===== src/rtl/scan_chain_driver.sv =====
// Scan chain driver: shifts a word into a CHAIN_LEN-bit scan chain while capturing the word shifted out.
// Optional compare of the captured word against an expected word: define SCAN_CHAIN_DRIVER_CMP_EN.
module scan_chain_driver #(
  parameter int CHAIN_LEN = 8
) (
  input  logic                 clk,
  input  logic                 rst,
  input  logic                 start,
  input  logic [CHAIN_LEN-1:0] wr_data,
  output logic [CHAIN_LEN-1:0] rd_data,
  output logic                 busy,
  output logic                 done,
  output logic                 scan_enable,
  output logic                 chain_si,
  input  logic                 chain_so
`ifdef SCAN_CHAIN_DRIVER_CMP_EN
  ,
  input  logic [CHAIN_LEN-1:0] exp_data,
  output logic                 mismatch
`endif
);

  localparam int CNT_W = (CHAIN_LEN > 2) ? $clog2(CHAIN_LEN) : 1;
  localparam logic [CNT_W-1:0] CNT_LAST = CNT_W'(CHAIN_LEN - 1);

  typedef enum logic [1:0] {
    IDLE  = 2'b00,
    SHIFT = 2'b01,
    DONE  = 2'b10
  } state_t;

  state_t               state;
  state_t               state_next;
  logic [CNT_W-1:0]     cnt;
  logic [CHAIN_LEN-1:0] shreg;
  logic [CHAIN_LEN-1:0] shreg_shifted;

  assign shreg_shifted = {chain_so, shreg[CHAIN_LEN-1:1]};

  always_ff @(posedge clk) begin
    if (!rst) begin
      state <= IDLE;
    end else begin
      state <= state_next;
    end
  end

  // The unused encoding falls into the default arm and returns to IDLE.
  always_comb begin
    state_next = IDLE;
    case (state)
      IDLE:    state_next = start ? SHIFT : IDLE;
      SHIFT:   state_next = (cnt == CNT_LAST) ? DONE : SHIFT;
      DONE:    state_next = IDLE;
      default: state_next = IDLE;
    endcase
  end

  // rd_data is captured on the edge entering DONE so it is already valid while done is high.
  always_ff @(posedge clk) begin
    if (!rst) begin
      cnt     <= '0;
      shreg   <= '0;
      rd_data <= '0;
    end else begin
      case (state)
        IDLE: begin
          if (start) begin
            shreg <= wr_data;
            cnt   <= '0;
          end
        end
        SHIFT: begin
          shreg <= shreg_shifted;
          if (cnt == CNT_LAST) begin
            rd_data <= shreg_shifted;
          end else begin
            cnt <= cnt + 1'b1;
          end
        end
        default: ;
      endcase
    end
  end

`ifdef SCAN_CHAIN_DRIVER_CMP_EN
  logic [CHAIN_LEN-1:0] exp_q;

  always_ff @(posedge clk) begin
    if (!rst) begin
      exp_q    <= '0;
      mismatch <= 1'b0;
    end else begin
      if (state == IDLE && start) begin
        exp_q <= exp_data;
      end
      if (state == SHIFT && cnt == CNT_LAST) begin
        mismatch <= (shreg_shifted != exp_q);
      end
    end
  end
`endif

  assign busy        = (state != IDLE);
  assign done        = (state == DONE);
  assign scan_enable = (state == SHIFT);
  assign chain_si    = (state == SHIFT) & shreg[0];

endmodule


===== config.mk =====
export PLATFORM = sky130hd
export DESIGN_NAME = scan_chain_driver
export DESIGN_NICKNAME = d
export VERILOG_FILES = /design/src/rtl/scan_chain_driver.sv
export SDC_FILE = /design/constraint.sdc
export NUM_CORES = 1
export LEC_CHECK = 0
export ABC_AREA = 1
export CAP_MARGIN = 10
export CELL_PAD_IN_SITES_DETAIL_PLACEMENT = 1
export CELL_PAD_IN_SITES_GLOBAL_PLACEMENT = 1
export CORE_MARGIN = 1
export CORE_UTILIZATION = 29
export DETAILED_ROUTE_END_ITERATION = 12
export PLACE_DENSITY_LB_ADDON = 0.1
export SETUP_SLACK_MARGIN = 0.1
export SLEW_MARGIN = 20
export SYNTH_ARGS = -nofsm -noshare
export SYNTH_HDL_FRONTEND = slang
export SYNTH_SLANG_ARGS = --single-unit
export TNS_END_PERCENT = 30

===== constraint.sdc =====
create_clock -name clk -period 1.2 [get_ports clk]
set_input_delay 0.24 -clock clk [delete_from_list [all_inputs] [get_ports clk]]
set_output_delay 0.24 -clock clk [all_outputs]
set_load 0.02 [all_outputs]

Yosys cells after proc, flatten, opt, wreduce, memory -nomap -nowiden
Index checks and enable logic that the tools add are counted.
{"block": "word_totals", "input_bits": 12, "memories": 0, "register_bits": 21, "output_inout_bits": 12, "latch_bits": 0, "romBits": 0, "mem_bits_rw": 0}
{"block": "op_classes", "reduce_logical": 6, "magnitude_cmp": 0, "n_addsub": 1, "n_mux": 8, "div": 0, "n_mul": 0, "n_bitwise": 1, "shifts": 0, "eq_ne": 5}
{"cell": "8-bit case mux with 2 select lines", "n": 1}
{"cell": "8-bit 2-to-1 mux", "n": 1}
{"cell": "3-bit 2-to-1 mux", "n": 2}
{"cell": "3-bit case mux with 2 select lines", "n": 1}
{"cell": "2-bit inequality test (second input constant)", "n": 2}
{"cell": "2-bit case mux with 2 select lines", "n": 1}
{"cell": "2-bit AND reduction", "n": 2}
{"cell": "2-bit nonzero test", "n": 2}
{"cell": "3-bit by 1-bit adder with 3-bit output (second input constant)", "n": 1}
{"cell": "3-bit == test (second input constant)", "n": 1}
{"cell": "3-bit AND reduction", "n": 1}
{"cell": "2-bit by 1-bit == test with 1-bit output (second input constant)", "n": 1}
{"cell": "2-bit == test (second input constant)", "n": 1}
{"cell": "2-bit zero test", "n": 1}
{"cell": "2-bit 2-to-1 mux", "n": 1}
{"cell": "1-bit AND", "n": 1}
{"cell": "1-bit 2-to-1 mux", "n": 1}

Depth between registers and ports, before layout
Gate-level depths: netlist of run 1.
{"block": "depth", "ltp_word": 3, "mapped_depth": 7}

Worst setup path before layout of run 1
Ideal clock, no wire load.
{"block": "synth_path", "path_kind": "reg2out", "startpoint": "register state[0]", "endpoint": "output port chain_si", "path_stages_with_launch": 4, "arrival_time_ns": 0.962, "path_slack_ns": -0.002, "n_path_buf": 1, "path_cell_list": "dfxtp_1 nand2_1 buf_2 nor2_1"}
{"block": "synth_between", "elab_chain_len": 2}
{"item": "start: declaration", "line_no": "32", "source": "state_t state;"}
{"item": "start signal: assignment", "line_no": "44", "source": "state <= state_next;"}
{"item": "2-bit by 1-bit == test with 1-bit output", "line_no": "107", "source": "assign chain_si = (state == SHIFT) & shreg[0];"}
{"item": "1-bit AND", "line_no": "107"}
{"item": "end: declaration", "line_no": "14", "source": "output logic chain_si,"}
Every way passes these cells.

Worst setup path in the final report of run 1
{"block": "layout_path", "startpoint": "register state[1]", "endpoint": "output port busy"}
{"block": "layout_between", "elab_chain_len": 1}
{"item": "2-bit nonzero test", "line_no": "104", "source": "assign busy = (state != IDLE);"}
{"item": "end: declaration", "line_no": "11", "source": "output logic busy,"}
Every way passes these cells.

==> flow_summary_export.csv, run 1 <==
group,metric,value,unit
placement,place_area,1320,um^2
finish,nNetsFinal,195,
finish,layout-drive-gt1-share,26.1,%
logic_synthesis,synthCells,148,
finish,n_antenna_cell,0,
sta,finalClockSkew,0.00539,ns
floorplanning,die_x,60.0,um
logic_synthesis,synth.distinct_cells,20,
logic_synthesis,synth_edf_count,0,
placement,io_buffers,23,
logic_synthesis,yosysMostFrequentCell,"nand2_1",
logic_synthesis,netlist_top_cells_area,"dfxtp_1 (43%), nand2_1 (19%), nor2_1 (11%), inv_1 (6.9%), nand3_1 (5.1%)",
grt,grt.total_usage,17.2,%
logic_synthesis,syn-num-nets,162,
sta,slew_viol_final,0,
finish,nFillCells,400,
status,status,"finished with violations",
floorplanning,coreArea,3130,um^2
sta,setup_violations,5,
sta,final_hold_viol_count,0,
floorplanning,die_area,3600,um^2
floorplanning,io-pin-count,24,
finish,multi_input_area,554,um^2
logic_synthesis,synth.avg_cell_area,6.59,um^2
sta,rsz0062_at_grt,"true",
critical_path,cp_slowest_cell,"dfxtp_4",
route,wl_per_cell,12.1,um
critical_path,crit_required,0.96,ns
critical_path,r2r_cells,6,
route,drt.antenna.violating_nets,0,
route,dr_total_vias,1035,
cts,cts_buffers,3,
logic_synthesis,async_flop_share,0,%
sta,post-route-period-util,108,%
cts,cts_buffer_depth,2,
grt,grt_pass1_wl,4460,um
logic_synthesis,ys_seq_area_share,43.1,%
placement,hpwl,1950,um
flow_run,cap_violations,0,
finish,design_area,1420,um^2
power_and_ir_drop,powerDensity,984,nW/um^2
logic_synthesis,yosysTopAreaCell,"dfxtp_1",
power_and_ir_drop,vdd_drop_max,0.000713,V
route,avgViaCountPerCell,4.62,
sta,worst_pin_slew,0.200,ns
cts,clock_latency,0.31,ns
critical_path,cp-end-kind,"output port",
finish,areaGrowthSynthToFinish,46.0,%
placement,gp_congestion,0.727,
logic_synthesis,ys_warn_count,0,
cts,cts_tree,"built",
critical_path,worstPathArrival,1.05,ns
cts,path_clk_slew,0.12,ns
grt,grt_pass1_vias,1030,
logic_synthesis,syn-cell-area,975,um^2
status,failed_checks,"setup timing",
finish,regArea,430,um^2
critical_path,cp_max_fo,4,
logic_synthesis,synth_top_area_share,43.1,%
sta,fmax,775,MHz
power_and_ir_drop,power,1.40,mW
critical_path,critPathMaxStageDelay,0.40,ns
logic_synthesis,synth_flop_cell,"dfxtp_1",
route,totalWireLength,2720,um
cts,root_buffer,"clkbuf_4",
hold_path,min_path_type,"reg -> reg",
floorplanning,die_h,60.0,um
grt,grt_remaining_overflow,0,
critical_path,path_cells,"nor2_4, inv_1, buf_2",
sta,fin_ws,-0.0909,ns
critical_path,critPathKind,"reg -> out",
hold_path,hold_depth,2,
route,drt_pass1_iterations,4,
floorplanning,start_util,31.2,%
cts,cts_max_level,1,
critical_path,crit_path_start_kind,"flop",
grt,antenna_found_initial,0,
logic_synthesis,yosys-top-cells-count,"nand2_1 (50), nor2_1 (28), dfxtp_1 (21)",
cts,numClockSinks,21,
power_and_ir_drop,leakage,0.664,nW
route,drtIter0Drc,13,
sta,period_needed,1.29,ns
floorplanning,row_count,20,
grt,grt_max_degree,17,
route,drc_errors,0,
logic_synthesis,synth-seq-cells,21,
sta,max-slew-margin-rel,86.6,%
==> layout make-up <==
class	instances	area share (%)
multi-input combinational	103	39.0
sequential	21	30.3
timing repair buffer	33	19.9
inverter	19	5.19
tap	44	3.87
clock buffer	4	1.85
==> per-layer routing <==
| layer | share of wire [%] | routed length (um) | track usage, % |
|---|---|---|---|
| met5 | 0 | 0 | 0 |
| met4 | 0.99 | 27 | 6.98 |
| met3 | 1.8 | 48 | 1.95 |
| met2 | 54 | 1460 | 34.3 |
| met1 | 43 | 1180 | 17.7 |
==> layout by cell type (no fill, tap or decap) <==
cell type,count
nand2_8,1
dfxtp_2,2
nor2_1,22
dfxtp_1,17
nor2_4,4
inv_2,1
nand3_4,1
nand2_4,1
inv_1,17
nor2_2,3
buf_4,9
clkdlybuf4s50_1,11
buf_2,8
clkbuf_1,1
nand3b_1,1
buf_6,4
nand2_1,48
nand3_2,1
nand2_2,1
inv_4,1
ha_4,2
clkbuf_4,3
o21ai_0,2
buf_12,1
o21ai_1,5
nand3_1,9
dfxtp_4,2
a21oi_2,1
o21ai_4,1
==> cells by family (layout without fill, tap and decap cells) <==
group / Yosys count / count (layout) / share of synthesized area, %
buffers and inverters: 24 / 56 / 10.5
and+or+nand+nor: 92 / 92 / 38.8
AOI/OAI and AO/OA: 9 / 9 / 5.01
DFF: 21 / 21 / 43.1
adders and majority gates: 2 / 2 / 2.57
==> metrics by stage <==
step | setup TNS, ns | std cells | setup WS [ns] | util, % | hold slack (ns)
3_5_place_dp | -2.68 | 218 | -0.248 | 42.2 | 0.474
5_1_grt | -0.852 | 224 | -0.133 | 45.5 | 0.502
4_1_cts | -0.946 | 223 | -0.0993 | 43.0 | 0.490
6_report | -0.277 | 224 | -0.0909 | 45.5 | 0.480
2_1_floorplan | 0 | 148 | 0.0862 | - | 0.343
3_3_place_gp | -2.04 | 218 | -0.197 | 42.2 | 0.458
==> sequential cells by signal, summed over array words and instances, names as in the netlist <==
| signal | flops |
|---|---|
| shreg | 8 |
| rd_data | 8 |
| cnt | 3 |
| state | 2 |
==> critical path, delay by kind of cell (launching register included) <==
kind | cells | cell delay [ns]
DFF | 1 | 0.40
and+or+nand+nor | 1 | 0.13
buffers and inverters | 2 | 0.21
==> path summary, 6_finish.rpt <==
| kind | to | from | slack [ns] |
|---|---|---|---|
| setup / recovery | busy | state[1] | -0.09 |
| hold / removal | rd_data[7] | rd_data[7] | 0.48 |
| setup reg to reg | cnt[1] | cnt[1] | -0.01 |
| hold reg to reg | rd_data[7] | rd_data[7] | 0.48 |
==> where the power goes <==
group          switching, mW  total [mW]  internal (mW)
Clock                  0.220       0.349          0.130
Combinational          0.161       0.297          0.136
Sequential            0.0249       0.754          0.729
==> repair_timing <==
item / CTS / global route
pin swaps: 3 / 6
resized for setup: 65 / 19
buffers inserted: 1 / 1
hold buffers: 0 / 0
setup endpoints to repair: 33 / 25
No activity file was read; power rests on OpenSTA's default activity.
==> run 2: changes to the inputs <==
SLEW_MARGIN = 15   (was 20)
==> results of run 2 <==
Final layout, timing and power as in run 1 (identical DEF).
